File: config.mk
export PLATFORM = sky130hd
export DESIGN_NAME = base64_dec_stream
export DESIGN_NICKNAME = d
export VERILOG_FILES = /design/src/rtl/base64_pkg.sv /design/src/rtl/base64_char_dec.sv /design/src/rtl/base64_dec_stream.sv
export SDC_FILE = /design/constraint.sdc
export NUM_CORES = 1
export LEC_CHECK = 0
export BUFFER_PORTS_ARGS = -buffer_cell sky130_fd_sc_hd__buf_2
export CAP_MARGIN = 30
export CORE_MARGIN = 5
export CORE_UTILIZATION = 50
export DETAILED_ROUTE_END_ITERATION = 8
export GPL_TIMING_DRIVEN = 0
export PLACE_DENSITY = 0.79
export SYNTH_ARGS = -nofsm -noshare
export SYNTH_HDL_FRONTEND = slang
export SYNTH_SLANG_ARGS = --single-unit
File: constraint.sdc
create_clock -name clk -period 3.8 [get_ports clk]
set_clock_uncertainty 0.05 [all_clocks]
set_input_delay 0.19 -clock clk [delete_from_list [all_inputs] [get_ports clk]]
set_output_delay 0.19 -clock clk [all_outputs]
set_load 0.1 [all_outputs]
File: src/rtl/base64_pkg.sv
// rtl/base64_pkg.sv - shared state, error code and character constants for the Base64 stream decoder
package base64_pkg;

  typedef enum logic [1:0] {
    COLLECT = 2'd0,
    EMIT    = 2'd1,
    DRAIN   = 2'd2
  } state_e;

  localparam logic [1:0] ERR_NONE  = 2'd0;
  localparam logic [1:0] ERR_CHAR  = 2'd1;
  localparam logic [1:0] ERR_PAD   = 2'd2;
  localparam logic [1:0] ERR_TRUNC = 2'd3;

  localparam logic [7:0] PAD_CHAR = 8'h3D;

  localparam logic [7:0] WS_TAB = 8'h09;
  localparam logic [7:0] WS_LF  = 8'h0A;
  localparam logic [7:0] WS_CR  = 8'h0D;
  localparam logic [7:0] WS_SP  = 8'h20;

endpackage

File: src/rtl/base64_char_dec.sv
// rtl/base64_char_dec.sv - ASCII to sextet map; BASE64_DEC_WS_SKIP_EN turns CR/LF/SP/TAB into skippable whitespace
module base64_char_dec
  import base64_pkg::*;
(
  input  logic [7:0] in_data,
  output logic [5:0] sextet,
  output logic       is_pad,
  output logic       is_ws,
  output logic       is_bad
);

`ifdef BASE64_DEC_WS_SKIP_EN
  localparam bit WS_SKIP = 1'b1;
`else
  localparam bit WS_SKIP = 1'b0;
`endif

  logic hit;
  logic ws_char;

  // Pad and unmapped characters leave sextet at 0 so the accumulator shifts in zeros
  always_comb begin
    sextet = 6'd0;
    hit    = 1'b1;
    if (in_data >= 8'h41 && in_data <= 8'h5A) begin
      sextet = 6'(in_data - 8'h41);
    end else if (in_data >= 8'h61 && in_data <= 8'h7A) begin
      sextet = 6'(in_data - 8'h61 + 8'd26);
    end else if (in_data >= 8'h30 && in_data <= 8'h39) begin
      sextet = 6'(in_data - 8'h30 + 8'd52);
    end else if (in_data == 8'h2B) begin
      sextet = 6'd62;
    end else if (in_data == 8'h2F) begin
      sextet = 6'd63;
    end else begin
      hit = 1'b0;
    end
  end

  assign ws_char = (in_data == WS_TAB) || (in_data == WS_LF) ||
                   (in_data == WS_CR)  || (in_data == WS_SP);
  assign is_pad  = (in_data == PAD_CHAR);
  assign is_ws   = ws_char && WS_SKIP;
  assign is_bad  = !hit && !is_pad && !is_ws;

endmodule

File: src/rtl/base64_dec_stream.sv
// rtl/base64_dec_stream.sv - streaming Base64 decoder, 4 chars in, up to 3 bytes out
// Optional: define BASE64_DEC_WS_SKIP_EN to drop CR/LF/SP/TAB instead of flagging them invalid.
module base64_dec_stream
  import base64_pkg::*;
#(
  parameter bit ERR_STICKY = 1'b1
) (
  input  logic       clk,
  input  logic       rst_n,
  input  logic [7:0] in_data,
  input  logic       in_valid,
  input  logic       in_last,
  output logic       in_ready,
  output logic [7:0] out_data,
  output logic       out_valid,
  output logic       out_last,
  input  logic       out_ready,
  output logic       err,
  output logic [1:0] err_code
);

  state_e      state;
  state_e      state_nxt;
  logic [23:0] acc;
  logic [1:0]  cnt;
  logic        pad_seen;
  logic [1:0]  nbytes;
  logic        grp_last;
  logic [1:0]  bidx;
  logic        err_q;
  logic [1:0]  err_code_q;
  logic        err_nxt;

  logic [5:0]  sextet;
  logic        is_pad;
  logic        is_ws;
  logic        is_bad;

  logic        accept;
  logic        collect_acc;
  logic [1:0]  chk_code;
  logic        char_err;
  logic        grp_done;
  logic        last_byte;
  logic [7:0]  byte_sel;

  base64_char_dec u_char_dec (
    .in_data (in_data),
    .sextet  (sextet),
    .is_pad  (is_pad),
    .is_ws   (is_ws),
    .is_bad  (is_bad)
  );

  assign in_ready    = rst_n && (state == COLLECT || state == DRAIN);
  assign accept      = in_valid && in_ready;
  assign collect_acc = accept && (state == COLLECT);

  // Checks are ordered so the most fundamental fault wins when several apply
  always_comb begin
    chk_code = ERR_NONE;
    if (is_bad) begin
      chk_code = ERR_CHAR;
    end else if (is_ws) begin
      chk_code = in_last ? ERR_TRUNC : ERR_NONE;
    end else if (is_pad && cnt < 2'd2) begin
      chk_code = ERR_PAD;
    end else if (!is_pad && cnt == 2'd3 && pad_seen) begin
      chk_code = ERR_PAD;
    end else if (in_last && cnt != 2'd3) begin
      chk_code = ERR_TRUNC;
    end else if (is_pad && cnt == 2'd3 && !in_last) begin
      chk_code = ERR_PAD;
    end
  end

  assign char_err  = collect_acc && (chk_code != ERR_NONE);
  assign grp_done  = collect_acc && (chk_code == ERR_NONE) && !is_ws && (cnt == 2'd3);
  assign last_byte = (bidx == nbytes - 2'd1);

  always_comb begin
    state_nxt = state;
    case (state)
      COLLECT: begin
        if (char_err) begin
          state_nxt = in_last ? COLLECT : DRAIN;
        end else if (grp_done) begin
          state_nxt = EMIT;
        end
      end
      EMIT: begin
        if (out_ready && last_byte) begin
          state_nxt = COLLECT;
        end
      end
      DRAIN: begin
        if (accept && in_last) begin
          state_nxt = COLLECT;
        end
      end
      default: state_nxt = COLLECT;
    endcase
  end

  // Sticky mode keeps err up for as long as the frame is being drained
  assign err_nxt = char_err || (ERR_STICKY && state_nxt == DRAIN);

  always_ff @(posedge clk) begin
    if (!rst_n) begin
      state      <= COLLECT;
      acc        <= 24'd0;
      cnt        <= 2'd0;
      pad_seen   <= 1'b0;
      nbytes     <= 2'd0;
      grp_last   <= 1'b0;
      bidx       <= 2'd0;
      err_q      <= 1'b0;
      err_code_q <= ERR_NONE;
    end else begin
      state <= state_nxt;
      err_q <= err_nxt;
      if (char_err) begin
        err_code_q <= chk_code;
      end else if (!err_nxt) begin
        err_code_q <= ERR_NONE;
      end

      if (char_err) begin
        cnt      <= 2'd0;
        pad_seen <= 1'b0;
      end else if (collect_acc && !is_ws) begin
        acc <= {acc[17:0], sextet};
        // cnt wraps back to 0 on the fourth character
        cnt <= cnt + 2'd1;
        if (is_pad && cnt == 2'd2) begin
          pad_seen <= 1'b1;
        end
        if (cnt == 2'd3) begin
          nbytes   <= pad_seen ? 2'd1 : (is_pad ? 2'd2 : 2'd3);
          grp_last <= in_last;
          bidx     <= 2'd0;
          pad_seen <= 1'b0;
        end
      end

      if (state == EMIT && out_ready) begin
        bidx <= last_byte ? 2'd0 : bidx + 2'd1;
      end
    end
  end

  always_comb begin
    case (bidx)
      2'd0:    byte_sel = acc[23:16];
      2'd1:    byte_sel = acc[15:8];
      default: byte_sel = acc[7:0];
    endcase
  end

  assign out_valid = rst_n && (state == EMIT);
  assign out_data  = out_valid ? byte_sel : 8'h00;
  assign out_last  = out_valid && grp_last && last_byte;
  assign err       = rst_n && err_q;
  assign err_code  = err ? err_code_q : ERR_NONE;

endmodule

==> impl_metrics.csv <==
group,metric,value,unit
sta,finalCritPeriodShare,0.6788,
hold_path,hp-class,"in -> reg",
logic_synthesis,yosysSeqAreaShare,0.3328,
power_and_ir_drop,power_density,315.0,nW/um^2
sta,worst_pin_slew,0.6159,ns
status,status,"finished, final reports clean",
grt,antenna_found_initial,0,
worst_setup_path,cp.arrival,2.34,ns
clock_network,cts_resized,0,
die,fp.dieW,76.72,um
clock_network,clkTransAtPathRegs,0.07,ns
logic_synthesis,synth_top_flop_cell,"dfxtp_1",
power_and_ir_drop,p_leak,0.9720,nW
clock_network,cts.path.max_buffers,2,
die,fp.dieArea,5886,um^2
die,ios,27,
sta,slew_viol_final,0,
flow_run,drv_cap,0,
worst_setup_path,reg2reg_slack,1.75,ns
clock_network,numCtsBuffers,5,
clock_network,cts-root-buf,"clkbuf_8",
logic_synthesis,synthCells,263,
worst_setup_path,crit_fanout,9,
clock_network,post-cts-setup-buffer-count,0,
power_and_ir_drop,pwr-share-seq,0.497,
die,row_count,24,
worst_setup_path,crit_required,3.56,ns
hold_path,whs_path_depth,3,
worst_setup_path,crit_type,"reg -> out",
clock_network,htree_levels,2,
sta,setup_tns,0,ns
sta,period_minus_slack,2.579,ns
worst_setup_path,critPathLaunch,"bidx[0]",
logic_synthesis,synth_cell_type_count,49,
logic_synthesis,synth_edf_count,0,
die,die_y,76.72,um
clock_network,clock_latency,0.29,ns
sta,setup_viol,0,
grt,grt_pass1_vias,1839,
logic_synthesis,yosys_warnings,0,
logic_synthesis,muxShareOfSynthArea,0.09444,
detailed_routing,vias,2003,
logic_synthesis,yosysTopAreaCell,"dfxtp_1",
grt,grt.total_usage,0.1692,
detailed_routing,drc_errors,0,
logic_synthesis,synth_fa_ha_area_frac,0.07307,
logic_synthesis,synth_area,2226,um^2
logic_synthesis,synthSimpleGateAreaFrac,0.1894,
finish,antenna_cells,0,
power_and_ir_drop,switching_power,0.2066,mW
clock_network,cts_tree,"done",
placed_design,pre_cts_ws,1.282,ns
power_and_ir_drop,swShare,0.2600,
detailed_routing,drtIter0Drc,107,
hold_path,hp-start,"in_valid",
sta,timing.final.ws_setup,1.221,ns
grt,grt_pass1_wl,8280,um
placed_design,gp_congestion,0.8425,
logic_synthesis,ys_ff_latch,37,
sta,fmax,387.7,MHz
worst_setup_path,reg2reg_depth,8,
sta,maxSlewHeadroom,0.5887,
logic_synthesis,synth-xor-area-share,0.01574,
logic_synthesis,synth-compound-area-share,0.2344,
worst_setup_path,crit_path_end_kind,"output pin",
die,start_util,0.5148,
detailed_routing,firstDrtPassIters,5,
finish,final_util,0.5833,
worst_setup_path,reg2reg_from,"cnt[1]",
finish,layout_common_cells,"dfxtp_1 (37), nor2_1 (35), buf_2 (28), mux2i_1 (21)",
die,core_area,4324,um^2
logic_synthesis,synth_area_per_cell,8.463,um^2
detailed_routing,ant_nets,0,
worst_setup_path,critPathLaunchType,"flop",
power_and_ir_drop,p_comb_frac,0.121,
logic_synthesis,synth.area.top_cells,"dfxtp_1 (33%), mux2i_1 (9.4%), ha_1 (7.3%)",
power_and_ir_drop,p_clk_frac,0.382,
detailed_routing,routedWlPerCell,13.83,um
finish,nets,322,
logic_synthesis,ys_async_sr_fraction,0,
power_and_ir_drop,internal_power,0.5880,mW
finish,final_common_cell,"dfxtp_1",
logic_synthesis,synth_nets,289,
detailed_routing,via_per_inst,5.739,
logic_synthesis,synth_top_family_by_area,"compound AO/OA/AOI/OAI gates",
grt,grt_overflow_total,0,
finish,nFillCells,420,
grt,grt_max_degree,12,
finish,area_growth_syn_to_layout,13.32,%
finish,drive_above_1_share,0.1616,
logic_synthesis,synth_top_area_frac,0.3328,
power_and_ir_drop,ir_worst_vdd,0.0001445,V
clock_network,cts_sinks,37,
power_and_ir_drop,power,0.7946,mW
sta,hold_viol,0,
placed_design,portBuffers,26,
clock_network,cts-hold-fix-buffers,0,
detailed_routing,routed_wirelength,4825,um
sta,rsz0062_at_grt,"false",
placed_design,dp_hpwl,3664,um
-- kinds of logic (layout without fill, tap and decap cells) --
| family | count (synthesis) | count (layout) |
|---|---|---|
| muxes | 21 | 21 |
| and+or+nand+nor | 88 | 88 |
| adders and majority gates | 13 | 13 |
| xor gates and xnor gates | 4 | 4 |
| buffers and inverters | 31 | 65 |
| AOI/OAI and AO/OA | 69 | 69 |
| DFF | 37 | 37 |
-- routing by layer --
layer | up-vias | wire length, um | share of wire | global-route usage
li1 | 1015 | - | - | -
met1 | 934 | 2235 | 0.46 | 0.2048
met2 | 45 | 2257 | 0.47 | 0.2852
met3 | 9 | 250 | 0.052 | 0.04450
met4 | 0 | 81 | 0.017 | 0.06294
met5 | - | 0 | 0 | 0
-- sequential cells by signal, indices dropped and copies added (netlist names) --
| signal | count |
|---|---|
| err_code_q | 2 |
| cnt | 2 |
| err_q | 1 |
| grp_last | 1 |
| nbytes | 2 |
| bidx | 2 |
| state | 2 |
| acc | 24 |
| pad_seen | 1 |
-- Yosys cell counts, types with 3 or more instances --
master / instances
dfxtp_1: 37
nor2_1: 35
mux2i_1: 21
a21oi_1: 18
inv_1: 18
nand2_1: 18
ha_1: 13
a22oi_1: 10
clkbuf_1: 7
nand3_1: 7
and3_1: 6
o21ai_1: 6
o21ai_0: 5
nor3_1: 4
xnor2_1: 4
a31oi_1: 3
and2_1: 3
nor2b_1: 3
-- final timing paths --
kind / end
setup / recovery: out_data[0]
hold / removal: err_q
setup reg to reg: acc[23]
hold reg to reg: err_code_q[0]
-- power by group through the flow --
stage               clock network, mW  logic [mW]  registers (mW)
global route                    0.329       0.106           0.395
CTS                             0.309      0.0960           0.395
detailed placement                  0      0.0957           0.404
floorplan                           0      0.0689           0.403
global placement                    0      0.0943           0.404
finish                          0.303      0.0964           0.395
-- layout make-up --
cell class	count	area [um^2]	share of cell area
repair buffers	26	130.1	0.05159
multi-input cells	195	1351	0.5357
clock buffers	7	96.34	0.03819
clock inverters	1	5.005	0.001984
inverters	20	75.07	0.02976
plain buffers	11	58.81	0.02331
flip-flops and latches	37	740.7	0.2937
well taps	52	65.06	0.02579
-- metrics by stage --
stage               hold WS (ns)  std cells  cell area (um^2)
floorplan                 0.2868        263              2226
global placement          0.4214        341              2421
detailed placement        0.4238        341              2421
CTS                       0.1485        349              2522
global route              0.1658        349              2522
finish                    0.1578        349              2522
-- worst max-delay path, cell delays in order, from the launching register on --
cell	delay (ns)
dfxtp_1	0.42
inv_1	0.07
ha_1	0.20
clkbuf_1	0.21
nor2_1	0.42
nand2_1	0.10
a21oi_1	0.18
buf_2	0.46
Power figures use the tool's default switching activity.
